## src/rtl/vga_fb_pkg.sv

```systemverilog
// vga_fb_pkg: shared sizes, pixel/word types and read-tag encoding for the VGA framebuffer arbiter.
package vga_fb_pkg;
  localparam int H_ACTIVE_DEF = 640;
  localparam int V_ACTIVE_DEF = 480;
  localparam int PIX_W = 4;
  localparam int DATA_W = 16;
  localparam int ADDR_W = 17;
  localparam int FIFO_DEPTH = 4;
  localparam int PPW = DATA_W / PIX_W;
  localparam int IDX_W = $clog2(PPW);
  localparam int FB_WORDS_DEF = H_ACTIVE_DEF * V_ACTIVE_DEF / PPW;
  typedef logic [PIX_W-1:0] pixel_t;
  typedef logic [DATA_W-1:0] word_t;
  typedef enum logic [1:0] {TAG_NONE, TAG_SCAN, TAG_CPU} tag_t;
  function automatic int fb_words(input int h, input int v);
    return h * v / PPW;
  endfunction
  function automatic pixel_t unpack(input word_t w, input logic [IDX_W-1:0] idx);
    return w[idx*PIX_W +: PIX_W];
  endfunction
endpackage

```

## src/rtl/vga_fb_fifo.sv

```systemverilog
// vga_fb_fifo: show-ahead synchronous FIFO with flush; head word is visible on o_dout while non-empty.
module vga_fb_fifo
  import vga_fb_pkg::*;
#(
  parameter int DEPTH = FIFO_DEPTH,
  parameter int W = DATA_W
) (
  input  logic                   clk,
  input  logic                   rst,
  input  logic                   i_flush,
  input  logic                   i_push,
  input  logic                   i_pop,
  input  logic [W-1:0]           i_din,
  output logic [W-1:0]           o_dout,
  output logic [$clog2(DEPTH):0] o_count,
  output logic                   o_empty,
  output logic                   o_full
);
  localparam int AW = $clog2(DEPTH);
  logic [W-1:0] r_mem [DEPTH];
  logic [AW-1:0] r_wp, r_rp;
  logic [AW:0] r_count;
  logic w_push, w_pop;
  assign o_empty = r_count == '0;
  assign o_full = r_count == (AW+1)'(DEPTH);
  assign o_count = r_count;
  assign o_dout = r_mem[r_rp];
  assign w_pop = i_pop && !o_empty;
  assign w_push = i_push && (!o_full || w_pop);
  always_ff @(posedge clk)
    if (w_push) r_mem[r_wp] <= i_din;
  always_ff @(posedge clk) begin
    if (rst || i_flush) begin
      r_wp <= '0;
      r_rp <= '0;
      r_count <= '0;
    end else begin
      r_wp <= r_wp + AW'(w_push);
      r_rp <= r_rp + AW'(w_pop);
      r_count <= r_count + (AW+1)'(w_push) - (AW+1)'(w_pop);
    end
  end
endmodule

```

## src/rtl/vga_fb_arbiter.sv

```systemverilog
// vga_fb_arbiter: shares a single-port framebuffer RAM between 4bpp VGA scanout (absolute priority) and a CPU port.
// Define VGA_FB_STATS_EN to add the saturating underflow_cnt output.
module vga_fb_arbiter
  import vga_fb_pkg::*;
#(
  parameter int H_ACTIVE = H_ACTIVE_DEF,
  parameter int V_ACTIVE = V_ACTIVE_DEF
) (
  input  logic              clk,
  input  logic              rst,
  input  logic [9:0]        vga_xpos,
  input  logic [9:0]        vga_ypos,
  input  logic              hsync_in,
  input  logic              vsync_in,
  output pixel_t            pix_out,
  output logic              hsync_out,
  output logic              vsync_out,
  input  logic              cpu_req,
  input  logic              cpu_we,
  input  logic [ADDR_W-1:0] cpu_addr,
  input  word_t             cpu_wdata,
  output logic              cpu_gnt,
  output logic              cpu_rvalid,
  output word_t             cpu_rdata,
  output logic [ADDR_W-1:0] mem_addr,
  output logic              mem_we,
  output word_t             mem_wdata,
  input  word_t             mem_rdata,
  output logic              underflow
`ifdef VGA_FB_STATS_EN
  ,
  output logic [15:0]       underflow_cnt
`endif
);
  localparam int N_WORDS = fb_words(H_ACTIVE, V_ACTIVE);
  localparam int CW = $clog2(FIFO_DEPTH) + 1;
  logic w_vis, w_active, w_restart, w_scan, w_push, w_take, w_pop, w_under, w_empty, w_full;
  logic [CW-1:0] w_count;
  logic [CW:0] w_level;
  word_t w_head;
  logic r_prev_vis, r_hs, r_vs, r_underflow;
  logic [ADDR_W-1:0] r_fetch_addr;
  logic [IDX_W-1:0] r_idx;
  tag_t r_tag;
  pixel_t r_pix;
  assign w_vis = vga_ypos < 10'(V_ACTIVE);
  assign w_active = w_vis && vga_xpos < 10'(H_ACTIVE);
  assign w_restart = !w_vis && r_prev_vis;
  // A read already in flight counts as occupied so a prefetch can never overrun the FIFO.
  assign w_level = {1'b0, w_count} + (CW+1)'(r_tag == TAG_SCAN);
  assign w_scan = !rst && !w_restart && !w_full && w_level < (CW+1)'(FIFO_DEPTH)
                  && r_fetch_addr < ADDR_W'(N_WORDS);
  assign cpu_gnt = !rst && !w_scan && cpu_req;
  assign mem_addr = w_scan ? r_fetch_addr : cpu_addr;
  assign mem_we = cpu_gnt && cpu_we;
  assign mem_wdata = cpu_wdata;
  assign cpu_rvalid = r_tag == TAG_CPU;
  assign cpu_rdata = mem_rdata;
  assign w_push = r_tag == TAG_SCAN && !w_restart;
  assign w_take = w_active && r_idx == IDX_W'(PPW-1);
  assign w_pop = w_take && !w_empty;
  assign w_under = w_take && w_empty;
  assign pix_out = r_pix;
  assign hsync_out = r_hs;
  assign vsync_out = r_vs;
  assign underflow = r_underflow;
  vga_fb_fifo #(.DEPTH(FIFO_DEPTH), .W(DATA_W)) u_fifo (
    .clk     (clk),
    .rst     (rst),
    .i_flush (w_restart),
    .i_push  (w_push),
    .i_pop   (w_pop),
    .i_din   (mem_rdata),
    .o_dout  (w_head),
    .o_count (w_count),
    .o_empty (w_empty),
    .o_full  (w_full)
  );
  always_ff @(posedge clk) begin
    if (rst) begin
      r_pix <= '0;
      r_hs <= 1'b1;
      r_vs <= 1'b1;
      r_prev_vis <= 1'b0;
      r_fetch_addr <= '0;
      r_idx <= '0;
      r_tag <= TAG_NONE;
      r_underflow <= 1'b0;
    end else begin
      r_hs <= hsync_in;
      r_vs <= vsync_in;
      r_prev_vis <= w_vis;
      r_pix <= (w_active && !w_empty) ? unpack(w_head, r_idx) : '0;
      r_tag <= w_scan ? TAG_SCAN : (cpu_gnt && !cpu_we) ? TAG_CPU : TAG_NONE;
      r_fetch_addr <= w_restart ? '0 : r_fetch_addr + ADDR_W'(w_scan);
      r_idx <= w_restart ? '0 : r_idx + IDX_W'(w_active);
      r_underflow <= r_underflow | w_under;
    end
  end
`ifdef VGA_FB_STATS_EN
  logic [15:0] r_underflow_cnt;
  assign underflow_cnt = r_underflow_cnt;
  always_ff @(posedge clk)
    if (rst) r_underflow_cnt <= '0;
    else if (w_under && r_underflow_cnt != '1) r_underflow_cnt <= r_underflow_cnt + 16'd1;
`endif
endmodule

```

## config.mk

```make
export PLATFORM = sky130hd
export DESIGN_NAME = vga_fb_arbiter
export DESIGN_NICKNAME = d
export VERILOG_FILES = /design/src/rtl/vga_fb_pkg.sv /design/src/rtl/vga_fb_fifo.sv /design/src/rtl/vga_fb_arbiter.sv
export SDC_FILE = /design/constraint.sdc
export NUM_CORES = 1
export LEC_CHECK = 0
export CAP_MARGIN = 20
export CORE_AREA = 2 2 125 127
export CTS_BUF_LIST = sky130_fd_sc_hd__clkbuf_4 sky130_fd_sc_hd__clkbuf_8 sky130_fd_sc_hd__clkbuf_16
export CTS_CLUSTER_SIZE = 8
export DETAILED_ROUTE_END_ITERATION = 10
export DIE_AREA = 0 0 127 129
export PLACE_DENSITY = 0.6
export SYNTH_ARGS = -nofsm -noshare
export SYNTH_HDL_FRONTEND = slang
export SYNTH_SLANG_ARGS = --single-unit
export TNS_END_PERCENT = 30
```

## constraint.sdc

```tcl
create_clock -name clk -period 5.4 [get_ports clk]
set_clock_uncertainty 0.2 [all_clocks]
set_input_delay 1.08 -clock clk [delete_from_list [all_inputs] [get_ports clk]]
set_output_delay 1.08 -clock clk [all_outputs]
set_load 0.01 [all_outputs]
```

# ---- Word level (Yosys, flattened, before mapping)
# Memory sizes are Yosys's and may differ from the RTL's. A register that Yosys moved wholly into a read port is not among the register bits.
# Cells that the tools add are included.
dict set report word_totals {
  inputBits 75
  ff_bits 36
  mem_bits_rw 64
  mem_count 1
  output_inout_bits 59
}
dict set report op_classes {
  add_sub_neg 7
  shift 1
  reduce_logical 30
  eq_ne 4
  bitwise 2
  order_cmp 4
  mux 6
}
# name depth width read_ports rd_clocked_by_memory_dff write_ports line
set memory_table {}
lappend memory_table {u_fifo.r_mem 4 16 1 1 1 vga_fb_fifo.sv:20} ;# logic [W-1:0] r_mem [DEPTH];
# cell n
set ops {}
lappend ops {{adder 17 x 1 -> 17 bit} 1}
lappend ops {{logical AND 1 bit} 17}
lappend ops {{less-than comparator 17 bit, second input constant} 1}
lappend ops {{2-to-1 mux 17 bit} 1}
lappend ops {{indexed part select 16 x 5 -> 4 bit} 1}
lappend ops {{less-than comparator 10 bit, second input constant} 1}
lappend ops {{less-than comparator 10 x 9 -> 1 bit, second input constant} 1}
lappend ops {{zero test 1 bit} 7}
lappend ops {{adder 2 x 1 -> 2 bit} 3}
lappend ops {{OR reduction 2 bit} 3}
lappend ops {{adder 3 x 1 -> 4 bit} 1}
lappend ops {{equality test 2 bit, second input constant} 2}
lappend ops {{less-than comparator 4 x 3 -> 1 bit, second input constant} 1}
lappend ops {{2-to-1 mux 2 bit} 2}
lappend ops {{adder 3 x 1 -> 3 bit} 1}
lappend ops {{equality test 3 bit, second input constant} 1}
lappend ops {{zero test 3 bit} 1}
lappend ops {{2-to-1 mux 1 bit} 3}
lappend ops {{subtractor 3 x 1 -> 3 bit} 1}
lappend ops {{equality test 2 x 1 -> 1 bit, second input constant} 1}
lappend ops {{logical OR 1 bit} 2}
lappend ops {{NOT 1 bit} 1}
lappend ops {{OR 1 bit} 1}

# ---- Depth between registers and ports, before layout
# Gate-level depths: netlist of run 1.
dict set report depth {
  ltp_word 14
  mapped_depth 11
  ltp_nobuf 10
}

# ---- By module
# From an unflattened synthesis of run 1, not the netlist that was laid out.
dict set report unflattened {
  hier_cells 312
  hier_area_um2 4580.6
}
# module cells_each instances area_each_um2
set by_module_without_submodules {}
lappend by_module_without_submodules {vga_fb_fifo 123 1 2780.2}
lappend by_module_without_submodules {vga_fb_arbiter 189 1 1800.5}

# ---- Worst setup path before layout of run 1
# Ideal clock, no wire load.
dict set report synth_timing {
  path_kind {input to register}
  startpoint {input port vga_ypos[7]}
  endpoint {memory u_fifo.r_mem[1][0] (netlist bit), enable pin}
  path_stages 4
  setup_slack_ns 1.707
  setup_ns 0.413
  arrival_time_ns 3.081
  n_path_buf 0
  t_required_ns 4.787
  path_cell_list {a41o_4 > nor3_1 > o21ai_0 > nor3b_1}
}
dict set report synth_between {
  elab_chain_cells 9
}
# element line
set synth_rtl {}
lappend synth_rtl {{from (decl)} vga_fb_arbiter.sv:12} ;# input logic [9:0] vga_ypos,
lappend synth_rtl {{less-than comparator 10 x 9 -> 1 bit *} vga_fb_arbiter.sv:46} ;# assign w_vis = vga_ypos < 10'(V_ACTIVE);
lappend synth_rtl {{logical AND 1 bit} vga_fb_arbiter.sv:47} ;# assign w_active = w_vis && vga_xpos < 10'(H_ACTIVE);
lappend synth_rtl {{logical AND 1 bit} vga_fb_arbiter.sv:60} ;# assign w_take = w_active && r_idx == IDX_W'(PPW-1);
lappend synth_rtl {{logical AND 1 bit} vga_fb_arbiter.sv:61} ;# assign w_pop = w_take && !w_empty;
lappend synth_rtl {{logical AND 1 bit} vga_fb_fifo.sv:28} ;# assign w_pop = i_pop && !o_empty;
lappend synth_rtl {{logical OR 1 bit} vga_fb_fifo.sv:29} ;# assign w_push = i_push && (!o_full || w_pop);
lappend synth_rtl {{logical AND 1 bit *} vga_fb_fifo.sv:29}
lappend synth_rtl {{2-to-1 mux 1 bit *} vga_fb_fifo.sv:31} ;# if (w_push) r_mem[r_wp] <= i_din;
lappend synth_rtl {{2-to-1 mux 1 bit (implied by the code) *} vga_fb_fifo.sv:31}
lappend synth_rtl {{to (decl)} vga_fb_fifo.sv:20}
# Mark *: on every way between the ends. The rest lies on a longest branch, timed or not.

# ---- Final worst setup path of run 1
dict set report layout_timing {
  startpoint {input port vga_ypos[7]}
  endpoint {output port mem_addr[3]}
}
dict set report layout_between {
  elab_chain_cells 9
}
# element line
set layout_rtl {}
lappend layout_rtl {{less-than comparator 10 x 9 -> 1 bit} vga_fb_arbiter.sv:46}
lappend layout_rtl {{zero test 1 bit} vga_fb_arbiter.sv:48} ;# assign w_restart = !w_vis && r_prev_vis;
lappend layout_rtl {{logical AND 1 bit} vga_fb_arbiter.sv:48}
lappend layout_rtl {{zero test 1 bit} vga_fb_arbiter.sv:51} ;# assign w_scan = !rst && !w_restart && !w_full && w_level < (CW+1)'(FIFO_DEPTH)
lappend layout_rtl {{logical AND 1 bit (3 in series)} vga_fb_arbiter.sv:51}
lappend layout_rtl {{logical AND 1 bit} vga_fb_arbiter.sv:52} ;# && r_fetch_addr < ADDR_W'(N_WORDS);
lappend layout_rtl {{2-to-1 mux 17 bit} vga_fb_arbiter.sv:54} ;# assign mem_addr = w_scan ? r_fetch_addr : cpu_addr;
lappend layout_rtl {{to (decl)} vga_fb_arbiter.sv:25} ;# output logic [ADDR_W-1:0] mem_addr,
# No other way between the ends.

==> results.md, run 1 <==
* Worst hold endpoint: underflow
* Leak at 1.96 nW
* Final min period at 4.60 ns
* Mapped Area at roughly 4600 um^2
* FMAX at ~220 MHz
* Post-synthesis mux area share at 0.142
* Area Overhead vs Synth at 25.5%
* Boundary Pins at 134
* Main combinational cell family by area after synthesis: multiplexers
* Total CTS buffers at 9
* Grt peak-use layer: met2
* Syn Nets at 404
* CTS tree: built
* Die Span X at 127 um
* Die area at 16400 um^2
* Clock transition at path regs at ~0.06 ns
* Post-DRT Antenna Nets at 0
* Setup TNS Final at 0 ns
* Synth cell types at 45
* Worst Setup End Kind: primary output
* Cell taking the most area after synthesis: edfxtp_1
* Worst reg2reg path depth at 10
* Placed instance area at 5440 um^2
* Most frequent cells in the layout: 89 x clkdlybuf4s50_1, 64 x edfxtp_1, 36 x dfxtp_1
* Met1 GRT Util at 0.128
* Vias in the first global route at 2642
* Routing usage on met3 at 0.0349
* Worst Tran Pin Value at 0.944 ns
* Most common cell after layout, fill and taps aside: clkdlybuf4s50_1
* Die Ht at 129 um
* Sinks on Clock Net at 100
* GP Congestion at 0.749
* Max cap viols at 0
* WP data required at 4.12 ns
* Dominant cells by area after synthesis: edfxtp_1 42%, dfxtp_1 16%, mux4_2 7.9%
* Met2 usage at 0.184
* Core Footprint at roughly 15000 um^2
* Crit Path Class: input port to primary output
* Critical Path AT at around 3.3 ns
* First-pass GRT wire length at 13500 um
* DRT Pass-1 Iters at 4
* Hold path startpoint: underflow
* Syn Inst Count at 320
* Warnings from Yosys at 0
* Diode count at 0
* Status: finished clean
* H-tree level count at 3
* Fin. Hold Viols at 0
* GRT overflow at 0
* Setup Buffers After CTS at 0
* R2r startpoint: u_fifo.o_count[1]
* CP Launch Type: input port
* Worst setup startpoint: vga_ypos[7]
* Max IR drop VDD at 203 uV
* Fraction of layout cells with a size suffix above 1 at 0.166
* CP Max Fanout at 22
* Clk_lat worst skew at 0.35 ns
* Layout Nets at 465
* Compound-cell area share of the yosys netlist at 0.0408
* Pwr dens at 311 nW/um^2
* Residual DRC at 0
* DR WL/cell at 14.9 um
* Sequential-to-total area share from yosys stat at 0.578
* Final worst-path cycle share at 0.852
* Register bit count reported by yosys at 100
* IO Port Bufs at 89
* DR vias/cell at approximately 4.6
* Ys flop type: edfxtp_1
* Hold/Removal Path Class: flip-flop to flip-flop
* Final WL at 8540 um
* Unrepaired setup endpoints after global routing: no
* Initial antenna violation count at 0
* Fin area at 5740 um^2
* Initial core utilization at 0.305
* Post-Syn Area per Cell at approximately 14 um^2
* Cell Rows at 45
* Ys async rst share at 0
* Post-CTS Hold Fix Bufs at 0
* Initial drt markers at 144
* Reg2reg end: r_fetch_addr[15]
* Hold Path Depth at 2
* Largest net degree at the start of global routing at 23
* Post-Synth Adder-Cell Area at 0.0263
* Post-synth EDFFs at 64
* Simple-gate share of the synthesized area at 0.0999
* Final Max Tran Viols at 0
* Post_cts resized at 0
* R2R Setup Slk at 2.36 ns
* CTS root buffer: clkbuf_16
* Setup violators final at 0
* Detailed placement HPWL at about 5700 um
* GRT Util Overall at 0.108
* Synth Area in XOR/XNOR at 0.0345
* Max clock buf depth at 2
* Relative slew slack at 0.370
* Vias at 2638
* Top-area cell type share of the netlist area at 0.421
cell families after synthesis:
family,after synthesis
flops,100
fa+ha+maj,9
buf+inv,54
xor+xnor,18
compound gates,21
mux,37
simple gates,81
worst max path at each step:
stage	to	slack [ns]
after CTS	mem_addr[3]	0.74
after detailed placement	mem_addr[3]	0.75
after floorplan	u_fifo.r_mem[1][0]	1.71
final	mem_addr[3]	0.80
after global placement	mem_addr[3]	0.76
after global routing	mem_addr[2]	0.67
final cells by class:
type	instances	area (um^2)
Clock buffer	9	225
Clock inverter	7	67.6
Fill cell	1400	9240
Inverter	10	37.5
Multi-Input combinational cell	166	1600
Sequential cell	100	2640
Tap cell	188	235
Timing Repair Buffer	94	926
synth_stat cells (2+ instances only):
library cell / n
nor3b_1: 2
clkbuf_1: 3
dfxtp_1: 36
buf_6: 4
and2_1: 7
mux2_2: 2
edfxtp_1: 64
nor4_1: 4
and4b_1: 2
nor2b_1: 6
nand4_1: 4
ha_1: 8
buf_2: 3
a21oi_1: 4
nor3_1: 9
or2_2: 2
nor2_1: 27
nand3_1: 3
nand2_1: 8
xnor2_1: 14
buf_4: 32
inv_1: 10
and3b_1: 2
mux2_4: 15
a211oi_1: 8
xor2_1: 4
mux2i_1: 4
mux4_2: 16
stage by stage:
step                power [W]  instances  hold slack [ns]  worst slack [ns]  utilization
finish                0.00179        574            0.284             0.798        0.383
global route          0.00186        574            0.326             0.666        0.383
CTS                   0.00181        573            0.284             0.745        0.383
detailed placement    0.00118        557            0.265             0.753        0.363
global placement      0.00118        557            0.259             0.757        0.363
floorplan             0.00107        320            0.305              1.71            -
layer usage:
metal | share of wire | vias up | wire, um
li1 | - | 1263 | -
met1 | 0.43 | 1264 | 3700
met2 | 0.48 | 97 | 4140
met3 | 0.068 | 14 | 577
met4 | 0.014 | 0 | 123
met5 | 0 | - | 0
flip-flops by register name, summed over array words and instances, names as in the netlist:
signal / count
u_fifo.r_mem: 64
r_fetch_addr: 17
pix_out: 4
u_fifo.o_count: 3
r_idx: 2
r_tag: 2
u_fifo.r_rp: 2
u_fifo.r_wp: 2
hsync_out: 1
r_prev_vis: 1
underflow: 1
vsync_out: 1
power breakdown:
group | internal [W] | switching, W | total (W)
Sequential | 0.000867 | 0.0000279 | 0.000895
Clock | 0.000324 | 0.000300 | 0.000624
Combinational | 0.000151 | 0.000116 | 0.000267
worst max-delay path, stage by stage:
cell and delay, ns:
clkdlybuf4s50_1 0.41, a41o_4 0.32, a21oi_4 0.27, o211ai_4 0.35, mux2_4 0.40, clkdlybuf4s50_1 0.50
No activity file was read; power rests on OpenSTA's default activity.
==> run 2, diff against run 1 <==
- CORE_AREA: 2 2 125 127 -> 2 2 98 100
- DIE_AREA: 0 0 127 129 -> 0 0 100 102
- PLACE_DENSITY: 0.6 -> 0.88
==> results.md, run 2 (synthesis results as in run 1) <==
* Unrepaired setup endpoints after global routing: no
* CP Launch Type: input port
* Sinks on Clock Net at 100
* Worst setup startpoint: vga_ypos[7]
* Die Ht at between 100 and 150 um
* Largest net degree at the start of global routing at 23
* First-pass GRT wire length at 13500 um
* Diode count at 0
* Residual DRC at 0
* Leak at 1.93 nW
* Setup TNS Final at 0 ns
* Final Max Tran Viols at 0
* Fraction of layout cells with a size suffix above 1 at 0.171
* Max cap viols at 0
* Overall Power at 0.00160 W
* IO Port Bufs at 89
* Max clock buf depth at 2
* Clk_lat worst skew at 0.36 ns
* Max IR drop VDD at 211 uV
* Setup Buffers After CTS at 0
* Post_cts resized at 0
* Worst Tran Pin Value at roughly 0.87 ns
* Clock transition at path regs at 0.09 ns
* Die Span X at 100 um
* Most common cell after layout, fill and taps aside: clkdlybuf4s50_1
* Critical Path AT at 3.32 ns
* Hold/Removal Path Class: flip-flop to flip-flop
* Total CTS buffers at 9
* DR WL/cell at approximately 16 um
* GRT overflow at 0
* Max reg flops at 64
* CP Max Fanout at 22
* Crit Path Class: input port to primary output
* Setup violators final at 0
* Final min period at 4.60 ns
* DR vias/cell at between 5 and 6
* Post-DRT Antenna Nets at 0
* GRT Util Overall at 0.171
* Core Footprint at 9110 um^2
* Vias at 2681
* Relative slew slack at 0.422
* Initial antenna violation count at 0
* Area Overhead vs Synth at 21.3%
* Cell Rows at 35
* Status: finished clean
* Final worst-path cycle share at 0.851
* Top reg by flops: u_fifo.r_mem
* Most frequent cells in the layout: 89 x clkdlybuf4s50_1, 64 x edfxtp_1, 36 x dfxtp_1
* CTS tree: built
* FMAX at 217 MHz
* Die area at 10200 um^2
* CTS root buffer: clkbuf_8
* Detailed placement HPWL at 5790 um
* Final WL at 8210 um
* Fin. Hold Viols at 0
* Hold path startpoint: underflow
* Layout Nets at 466
* Initial drt markers at around 110
* Worst Setup End Kind: primary output
* Boundary Pins at about 130
* Vias in the first global route at 2829
* Pwr dens at roughly 290 nW/um^2
* GP Congestion at 0.733
* Initial core utilization at 0.502
* R2r startpoint: u_fifo.o_count[1]
* DRT Pass-1 Iters at 4
* H-tree level count at 3
* WP data required at between 4 and 5 ns
* Post-CTS Hold Fix Bufs at 0
-- run 2: changes by cell type in the layout (fill, tap and decap cells not counted), sizes merged --
cell and change:
clkinv +1, clkinvlp -1, buf +1
-- run 2: through the flow --
stage               area (um^2)  hold slack (ns)  setup WS (ns)   util  instances
floorplan                  4570            0.305           1.71      -        320
global placement           5330            0.276          0.794  0.585        481
detailed placement         5360            0.284          0.775  0.588        482
CTS                        5540            0.310          0.773  0.609        498
global route               5540            0.354          0.680  0.609        498
finish                     5540            0.295          0.802  0.609        498
-- run 2: final cells by class --
type / count / area (um^2)
Inverter: 10 / 37.5
Timing Repair Buffer: 95 / 956
Fill cell: 688 / 3570
Tap cell: 111 / 139
Sequential cell: 100 / 2640
Clock buffer: 9 / 124
Multi-Input combinational cell: 166 / 1580
Clock inverter: 7 / 60.1
-- run 2: worst max-delay path, cell delays in order --
cell,delay [ns]
clkdlybuf4s50_1,0.41
a41o_4,0.32
a21oi_4,0.28
o211ai_4,0.34
mux2_4,0.40
clkdlybuf4s50_1,0.48
-- run 2: final timing paths --
kind | end | slack [ns] | cells past startpoint
hold reg to reg | underflow | 0.30 | 2
setup / recovery | mem_addr[12] | 0.80 | 6
hold / removal | underflow | 0.30 | 2
setup reg to reg | r_fetch_addr[15] | 2.40 | 10
-- run 2: power by group --
part / internal, W / switching, W
logic: 0.000150 / 0.000114
registers: 0.000866 / 0.0000262
clock network: 0.000176 / 0.000264
total: 0.00119 / 0.000404
-- run 2: routing by layer --
| layer | GRT usage | vias up | part of all wire |
|---|---|---|---|
| li1 | - | 1270 | - |
| met1 | 0.206 | 1270 | 0.41 |
| met2 | 0.298 | 122 | 0.49 |
| met3 | 0.0568 | 19 | 0.078 |
| met4 | 0.0485 | 0 | 0.016 |
| met5 | 0 | - | 0 |
